**src/rtl/dht_lcd_formatter.sv**
```systemverilog
`timescale 1ns/1ps
// dht_lcd_formatter
// Converts the four BCD digits from the DHT11 reader into HD44780 command and
// character bytes for the I2C LCD writer. After reset it waits for the panel
// to power up, runs the 4-bit init list once, and then paints a two-line frame:
//   line 1: "HUM: hh%"     line 2: "TMP: tt<deg>C"
// A new frame is painted when the digits differ from the last painted ones, or
// when the display has been idle for REFRESH_US microseconds.
//
// Ports
//   clk1Mhz        in   1 MHz clock, one timer tick per cycle
//   reset          in   synchronous active-low reset
//   humidity10/0   in   BCD humidity tens/units
//   temperature10/0 in  BCD temperature tens/units
//   lcd_byte       out  byte offered to the LCD writer
//   lcd_rs         out  0 = command, 1 = character data
//   lcd_valid      out  byte offered; held with stable data until accepted
//   lcd_ready      in   writer accepts when lcd_valid & lcd_ready at posedge
//   busy           out  high whenever the formatter is not idle
//   frame_done     out  one-cycle pulse when a frame has been fully sent
//
// All gap parameters must be at least 1.
module dht_lcd_formatter #(
    parameter int POWERUP_US = 50_000,
    parameter int CMD_GAP_US = 50,
    parameter int CLEAR_US   = 2_000,
    parameter int REFRESH_US = 500_000
) (
    input  logic       clk1Mhz,
    input  logic       reset,
    input  logic [3:0] humidity10,
    input  logic [3:0] humidity0,
    input  logic [3:0] temperature10,
    input  logic [3:0] temperature0,
    output logic [7:0] lcd_byte,
    output logic       lcd_rs,
    output logic       lcd_valid,
    input  logic       lcd_ready,
    output logic       busy,
    output logic       frame_done
);

    typedef enum logic [2:0] {S_PWRUP, S_INIT, S_GAP, S_FRAME, S_IDLE} state_t;

    // Timer compares use "last count" values: a wait of N cycles ends on the
    // edge where the timer, cleared on entry, reads N-1.
    localparam logic [18:0] PWR_LAST   = 19'(POWERUP_US - 1);
    localparam logic [18:0] GAP_LAST   = 19'(CMD_GAP_US - 1);
    localparam logic [18:0] CLR_LAST   = 19'(CLEAR_US - 1);
    localparam logic [18:0] REF_LAST   = 19'(REFRESH_US - 1);
    localparam logic [18:0] TMR_MAX    = '1;
    localparam logic [4:0]  INIT_LAST  = 5'd5;
    localparam logic [4:0]  FRAME_LAST = 5'd18;

    state_t      r_state, w_state_nxt;
    logic [18:0] r_timer, w_timer_nxt;
    logic [4:0]  r_idx, w_idx_nxt;
    logic        r_in_frame, w_in_frame_nxt;
    logic [15:0] r_snap, w_snap_nxt;
    logic        r_frame_done, w_frame_done_nxt;
    logic [15:0] w_digits;
    logic [18:0] w_gap_last;

    function automatic logic [7:0] digit_char(input logic [3:0] d);
        return (d <= 4'd9) ? (8'h30 + {4'h0, d}) : 8'h3F;
    endfunction

    function automatic logic [7:0] init_byte(input logic [4:0] idx);
        case (idx)
            5'd0:    return 8'h33;
            5'd1:    return 8'h32;
            5'd2:    return 8'h28;
            5'd3:    return 8'h0C;
            5'd4:    return 8'h06;
            default: return 8'h01;
        endcase
    endfunction

    // Returns {rs, byte} for frame position idx; digits come from the snapshot.
    function automatic logic [8:0] frame_byte(input logic [4:0] idx, input logic [15:0] snap);
        case (idx)
            5'd0:    return {1'b0, 8'h80};
            5'd1:    return {1'b1, 8'h48};
            5'd2:    return {1'b1, 8'h55};
            5'd3:    return {1'b1, 8'h4D};
            5'd4:    return {1'b1, 8'h3A};
            5'd5:    return {1'b1, 8'h20};
            5'd6:    return {1'b1, digit_char(snap[15:12])};
            5'd7:    return {1'b1, digit_char(snap[11:8])};
            5'd8:    return {1'b1, 8'h25};
            5'd9:    return {1'b0, 8'hC0};
            5'd10:   return {1'b1, 8'h54};
            5'd11:   return {1'b1, 8'h4D};
            5'd12:   return {1'b1, 8'h50};
            5'd13:   return {1'b1, 8'h3A};
            5'd14:   return {1'b1, 8'h20};
            5'd15:   return {1'b1, digit_char(snap[7:4])};
            5'd16:   return {1'b1, digit_char(snap[3:0])};
            5'd17:   return {1'b1, 8'hDF};
            default: return {1'b1, 8'h43};
        endcase
    endfunction

    assign w_digits   = {humidity10, humidity0, temperature10, temperature0};
    // The clear-display command is the last init byte and needs the long gap.
    assign w_gap_last = (!r_in_frame && r_idx == INIT_LAST) ? CLR_LAST : GAP_LAST;
    assign frame_done = r_frame_done;

    always_ff @(posedge clk1Mhz) begin
        if (!reset) begin
            r_state      <= S_PWRUP;
            r_timer      <= '0;
            r_idx        <= '0;
            r_in_frame   <= 1'b0;
            r_snap       <= '0;
            r_frame_done <= 1'b0;
        end else begin
            r_state      <= w_state_nxt;
            r_timer      <= w_timer_nxt;
            r_idx        <= w_idx_nxt;
            r_in_frame   <= w_in_frame_nxt;
            r_snap       <= w_snap_nxt;
            r_frame_done <= w_frame_done_nxt;
        end
    end

    always_comb begin
        w_state_nxt      = r_state;
        w_timer_nxt      = (r_timer == TMR_MAX) ? r_timer : r_timer + 19'd1;
        w_idx_nxt        = r_idx;
        w_in_frame_nxt   = r_in_frame;
        w_snap_nxt       = r_snap;
        w_frame_done_nxt = 1'b0;
        lcd_valid        = 1'b0;
        lcd_byte         = 8'h00;
        lcd_rs           = 1'b0;
        busy             = (r_state != S_IDLE);

        case (r_state)
            S_PWRUP: begin
                if (r_timer == PWR_LAST) begin
                    w_state_nxt    = S_INIT;
                    w_idx_nxt      = '0;
                    w_in_frame_nxt = 1'b0;
                end
            end
            S_INIT: begin
                lcd_valid = 1'b1;
                lcd_byte  = init_byte(r_idx);
                if (lcd_ready) w_state_nxt = S_GAP;
            end
            S_FRAME: begin
                lcd_valid          = 1'b1;
                {lcd_rs, lcd_byte} = frame_byte(r_idx, r_snap);
                if (lcd_ready) w_state_nxt = S_GAP;
            end
            S_GAP: begin
                if (r_timer == w_gap_last) begin
                    if (!r_in_frame && r_idx == INIT_LAST) begin
                        w_state_nxt    = S_FRAME;
                        w_idx_nxt      = '0;
                        w_in_frame_nxt = 1'b1;
                        w_snap_nxt     = w_digits;
                    end else if (!r_in_frame) begin
                        w_state_nxt = S_INIT;
                        w_idx_nxt   = r_idx + 5'd1;
                    end else if (r_idx == FRAME_LAST) begin
                        w_state_nxt      = S_IDLE;
                        w_frame_done_nxt = 1'b1;
                    end else begin
                        w_state_nxt = S_FRAME;
                        w_idx_nxt   = r_idx + 5'd1;
                    end
                end
            end
            S_IDLE: begin
                // Refresh and digit change arriving together still start one frame.
                if (r_timer == REF_LAST || w_digits != r_snap) begin
                    w_state_nxt = S_FRAME;
                    w_idx_nxt   = '0;
                    w_snap_nxt  = w_digits;
                end
            end
            default: w_state_nxt = S_PWRUP;
        endcase

        if (w_state_nxt != r_state) w_timer_nxt = '0;
    end

endmodule

```
**config.mk**
```make
export PLATFORM = sky130hd
export DESIGN_NAME = dht_lcd_formatter
export DESIGN_NICKNAME = d
export VERILOG_FILES = /design/src/rtl/dht_lcd_formatter.sv
export SDC_FILE = /design/constraint.sdc
export NUM_CORES = 1
export LEC_CHECK = 0
export CAP_MARGIN = 20
export CORE_MARGIN = 2
export CORE_UTILIZATION = 54
export CTS_BUF_LIST = sky130_fd_sc_hd__clkbuf_4 sky130_fd_sc_hd__clkbuf_8
export CTS_CLUSTER_DIAMETER = 80
export DETAILED_ROUTE_END_ITERATION = 10
export HOLD_SLACK_MARGIN = 0.1
export PLACE_DENSITY = 0.79
export SYNTH_ARGS = -nofsm -noshare
export SYNTH_HDL_FRONTEND = slang
export SYNTH_SLANG_ARGS = --single-unit
export TNS_END_PERCENT = 5
```
**constraint.sdc**
```tcl
create_clock -name clk1Mhz -period 2.4 [get_ports clk1Mhz]
set_input_delay 0.24 -clock clk1Mhz [delete_from_list [all_inputs] [get_ports clk1Mhz]]
set_output_delay 0.24 -clock clk1Mhz [all_outputs]
set_load 0.02 [all_outputs]
```
Yosys cells after proc, flatten, opt, wreduce, memory -nomap -nowiden:

Index checks and enable logic that the tools add are counted.
W data, S select, Z words.

* register bits: 45
* input bits: 19
* output and inout port bits: 12
* word-level logic and storage cells: 105

* $add $sub $neg: 6
* order comparisons: 4
* eq/ne operators: 34
* muxes and demuxes: 34
* bitwise operators: 4
* reductions and logical operators: 17

Operator list (number)
* $pmux W9 S15: 1
* $mux W16: 3
* $eq A5 B4 Y1 const B: 8
* $eq A19 B19 Y1 const B: 2
* $pmux W16 S2: 1
* $mux W5: 6
* $pmux W6 S5: 1
* $add A6 B4 Y7 const A: 4
* $mux W7: 4
* $mux W3: 7
* $eq A5 B3 Y1 const B: 4
* $add A19 B1 Y19 const B: 1
* $eq A19 B11 Y1: 1
* $eq A19 B16 Y1 const B: 1
* $le A4 B4 Y1 const B: 4
* $ne A16 B16 Y1: 1
* $pmux W8 S2: 1
* $eq A5 B5 Y1 const B: 3
* $pmux W5 S3: 1
* $pmux W3 S4: 1
* $mux W11: 1
* $eq A5 B2 Y1 const B: 2
* $reduce_or A2 Y1: 5
* $ne A2 B2 Y1 const B: 4
* other kinds (21): 32

Depth between registers and ports, before layout:

* depth after elaboration: 8
* gate-level depth with buffers: 10
* mapped depth without buffers: 9

Worst setup path after synthesis:

OpenSTA, ideal clock, no wires.

* path type: register to output
* from: register r_idx[2]
* to: output port lcd_byte[7]
* data arrival time: 3.105 ns
* required time: 2.160 ns
* setup slack: -0.945 ns
* stages on the path, launching flop included: 11
* buffers on the path: 3
* cells stage by stage: dfxtp_1 -> clkbuf_1 -> clkbuf_1 -> clkbuf_1 -> and3_1 -> ha_1 -> nor2_1 -> o311ai_0 -> or2_2 -> nand3_1 -> a2111oi_0

* longest elaborated chain between the ends: 4
* elaborated cells between the ends (all ways): 23
* those cells by class: eq/ne (17); mux (2); reduce/logical (4)

RTL lines
* start, declared: RTL line 57 `logic [4:0] r_idx, w_idx_nxt;`
* start signal, assigned: RTL line 120 `r_idx <= w_idx_nxt;`
* $eq A5 B3 Y1 (tied with other cells): RTL line 81 `case (idx)`
* $reduce_or A2 Y1 (no source line)
* $pmux W9 S15 *: RTL line 81
* $pmux W8 S2 *: RTL line 139 `case (r_state)`
* end, declared: RTL line 35 `output logic [7:0] lcd_byte,`

Every way passes the cells marked *; elsewhere a longest branch is shown, timed or not.

Worst setup path after layout:

* from: register r_idx[0]
* to: output port lcd_byte[7]

Same word-level chain as after synthesis.

==> impl_metrics.ini <==
[run_status]
outcome = finished, violations left
violations = negative setup slack

[synthesis]
synth_edf_count = 0
synthSimpleGateAreaFrac_pct = 34.9
yosys.area_share.adder_pct = 2.45
yosys_warnings = 0
synth_cell_types = 59
ys.flop_type = dfxtp_1
syn_avg_cell_area_sq_um = 7.37
syn-num-nets = 441
synth_area_sq_mm = 0.00306
synth_compound_area_share_pct = 18.9
synth_xor_area_share_pct = 8.29
ys_ff_latch = 45
synth_top_family_by_area = simple AND/OR/NAND/NOR gates
synthCells = 416
async_flop_share_pct = 0
synth.area.mux_share_pct = 0.653
yosysSeqAreaShare_pct = 29.4

[sta]
skew_ns = 0.0142
tightest_slew_ns = 0.537
finalCriticalPeriod_ns = 2.56
rsz0062_at_grt = yes
fin_ws_ns = -0.156
tns_ns = -0.705
hold_viol = 0
fmax_mhz = 391
post-route-period-util_pct = 107
finalSetupViolCount = 8
drv_slew = 0
slew_headroom_pct = 63.9

[clocking]
cts_tree = yes
cts.clk_slew.worst_paths_ns = 0.10
cts_root_buf = clkbuf_8
h-tree-depth = 2
clockBufferDepth = 2
cts_buffers = 5
cts.sinks = 45
clk_latency_ns = 0.31

[final_layout]
most-common-layout-cells = buf_4 (53), dfxtp_1 (43), nand2_1 (40)
antenna_cells = 0
layout-drive-gt1-share_pct = 24.1
fin_area_sq_mm = 0.00417
nNetsFinal = 509
n_fill_cell = 389
final_common_cell = buf_4
postLayoutCoreUtil_pct = 75.7
syn2layout_area_growth_pct = 36.0

[global_route]
antenna_found_initial = 0
grt_pass1_wl_um = 14300
grt_pass1_vias = 3102
gr-total-overflow = 0
track_usage_pct = 28.2
grt_max_degree = 33

[critical_path]
cp.required_ns = 2.16
crit_arrival_ns = 2.32
worst_r2r_path_depth = 13
worstSetupStartpointType = flop
critPathCaptureType = output pin
worstReg2RegEnd = r_timer[14]
worstPathMaxFanout = 5
crit_type = flop to output pin
rr_startpoint = r_idx[1]
rrSetupSlack_ns = 0.05

[place]
port_buffers = 30
place_area_sq_mm = 0.00380
dp_hpwl_um = 6220
place_congestion = 0.900

[route]
vias = 3346
first_pass_iters = 4
drtAntennaViolNets = 0
post_drt_wl_per_cell_um = 15.7
drt_iter0_drc = 345
drc = 0
drt-total-wl_um = 8770
viasPerCell = 6.01

[power_and_ir_drop]
ir_drop_uv = 314
powerDensity_mw_per_mm2 = 351
p_leak_uw = 0.00155

[floorplan]
start_util_pct = 55.6
die_width_um = 79.3
placementRows = 27
die_area_sq_mm = 0.00629
boundaryPins = 31
dieHeight_um = 79.3
core_area_sq_mm = 0.00551

[worst_hold_path]
worstHoldStart = r_snap[4]
min_to = r_snap[4]
min_path_type = flop to flop
whs_path_depth = 2

[run]
max_cap_violations = 0
-- final cells by class --
class | count | area (sq um) | share of cell area (%)
well taps | 72 | 90.1 | 2.16
multi-input cells | 332 | 2240 | 53.8
flip-flops and latches | 45 | 908 | 21.8
clock inverters | 3 | 50.0 | 1.20
inverters | 13 | 53.8 | 1.29
clock buffers | 5 | 68.8 | 1.65
repair buffers | 87 | 753 | 18.1
-- metrics by stage --
| stage | std cells | hold slack [ns] | total power, uW | setup WS (ns) |
|---|---|---|---|---|
| 2_1_floorplan | 416 | 0.370 | 814 | -0.0615 |
| 3_3_place_gp | 544 | 0.475 | 863 | -0.511 |
| 3_5_place_dp | 544 | 0.487 | 865 | -0.582 |
| 4_1_cts | 554 | 0.501 | 1460 | -0.167 |
| 5_1_grt | 557 | 0.519 | 1500 | -0.257 |
| 6_report | 557 | 0.506 | 1460 | -0.156 |
-- critical path, cell delays in order, from the launching register on --
cell,delay (ns)
dfxtp_4,0.41
ha_4,0.16
buf_6,0.10
o21bai_4,0.07
a311oi_2,0.35
nor2_4,0.07
o311ai_4,0.08
or2_4,0.19
nand3_2,0.08
buf_6,0.14
a2111oi_4,0.17
buf_4,0.19
-- repair_timing --
| action | 4_1_cts | 5_1_grt |
|---|---|---|
| pin swaps | 6 | 15 |
| endpoints found under the setup margin | 34 | 49 |
| hold buffers | 0 | 0 |
| resized for setup | 67 | 30 |
| setup buffers | 3 | 3 |
-- power by group --
part	internal (uW)	switching, uW	leakage (uW)	total [uW]
Clock	320	292	0.0000603	612
Combinational	50.5	44.1	0.00113	94.6
Sequential	748	6.67	0.000365	755
Total	1120	343	0.00155	1460
-- cell families (layout without fill, tap and decap cells) --
logic type      after synthesis  in the layout
buf+inv                      39            108
fa+ha+maj                     6              6
compound gates               95             95
xor+xnor                     29             29
flops                        45             45
simple gates                200            200
mux                           2              2
-- layer usage --
layer / up-vias / share of wire (%) / GRT usage, %
li1: 1649 / - / -
met1: 1571 / 46 / 38.1
met2: 116 / 48 / 46.0
met3: 10 / 4.9 / 4.66
met4: 0 / 1.2 / 8.45
met5: - / 0 / 0
-- how the worst max path moves through the flow --
stage,from,end,slack (ns)
finish,r_idx[0],lcd_byte[7],-0.16
global route,r_idx[0],lcd_byte[7],-0.26
CTS,r_idx[0],lcd_byte[1],-0.17
detailed placement,r_idx[0],lcd_byte[1],-0.58
global placement,r_idx[0],lcd_byte[1],-0.51
floorplan,r_idx[2],lcd_byte[7],-0.06
-- flip-flops by register name, indices dropped and copies added, names as in the netlist --
name	flops
r_timer	19
r_snap	16
r_idx	5
r_state	3
frame_done	1
r_in_frame	1
-- synthesized netlist by cell type (2+ instances only) --
cell type / n / area share, %
nor2b_1: 7 / 1.4
a31oi_1: 5 / 1.0
and2_1: 5 / 1.0
o31ai_1: 2 / 0.49
o21ai_0: 29 / 4.7
nor3b_1: 4 / 0.98
or2_2: 2 / 0.41
buf_6: 2 / 0.73
clkbuf_1: 19 / 2.3
nor2_1: 41 / 5.0
o211ai_1: 4 / 0.98
and3_1: 8 / 1.6
dfxtp_1: 45 / 29
xnor2_1: 5 / 1.4
nand2_1: 40 / 4.9
ha_1: 6 / 2.4
xor2_1: 24 / 6.9
inv_1: 13 / 1.6
nor3_1: 14 / 2.3
a21oi_1: 24 / 3.9
nand3_1: 36 / 5.9
nand3b_1: 2 / 0.49
a211oi_1: 2 / 0.49
mux2i_1: 2 / 0.65
and4b_1: 4 / 1.3
nand4_1: 9 / 1.8
and4_1: 3 / 0.86
buf_2: 3 / 0.49
nor4b_1: 5 / 1.4
o22ai_1: 13 / 2.7
nor4_1: 9 / 1.8
a311oi_1: 2 / 0.57
Note: power is estimated with default switching activity, not from simulation.
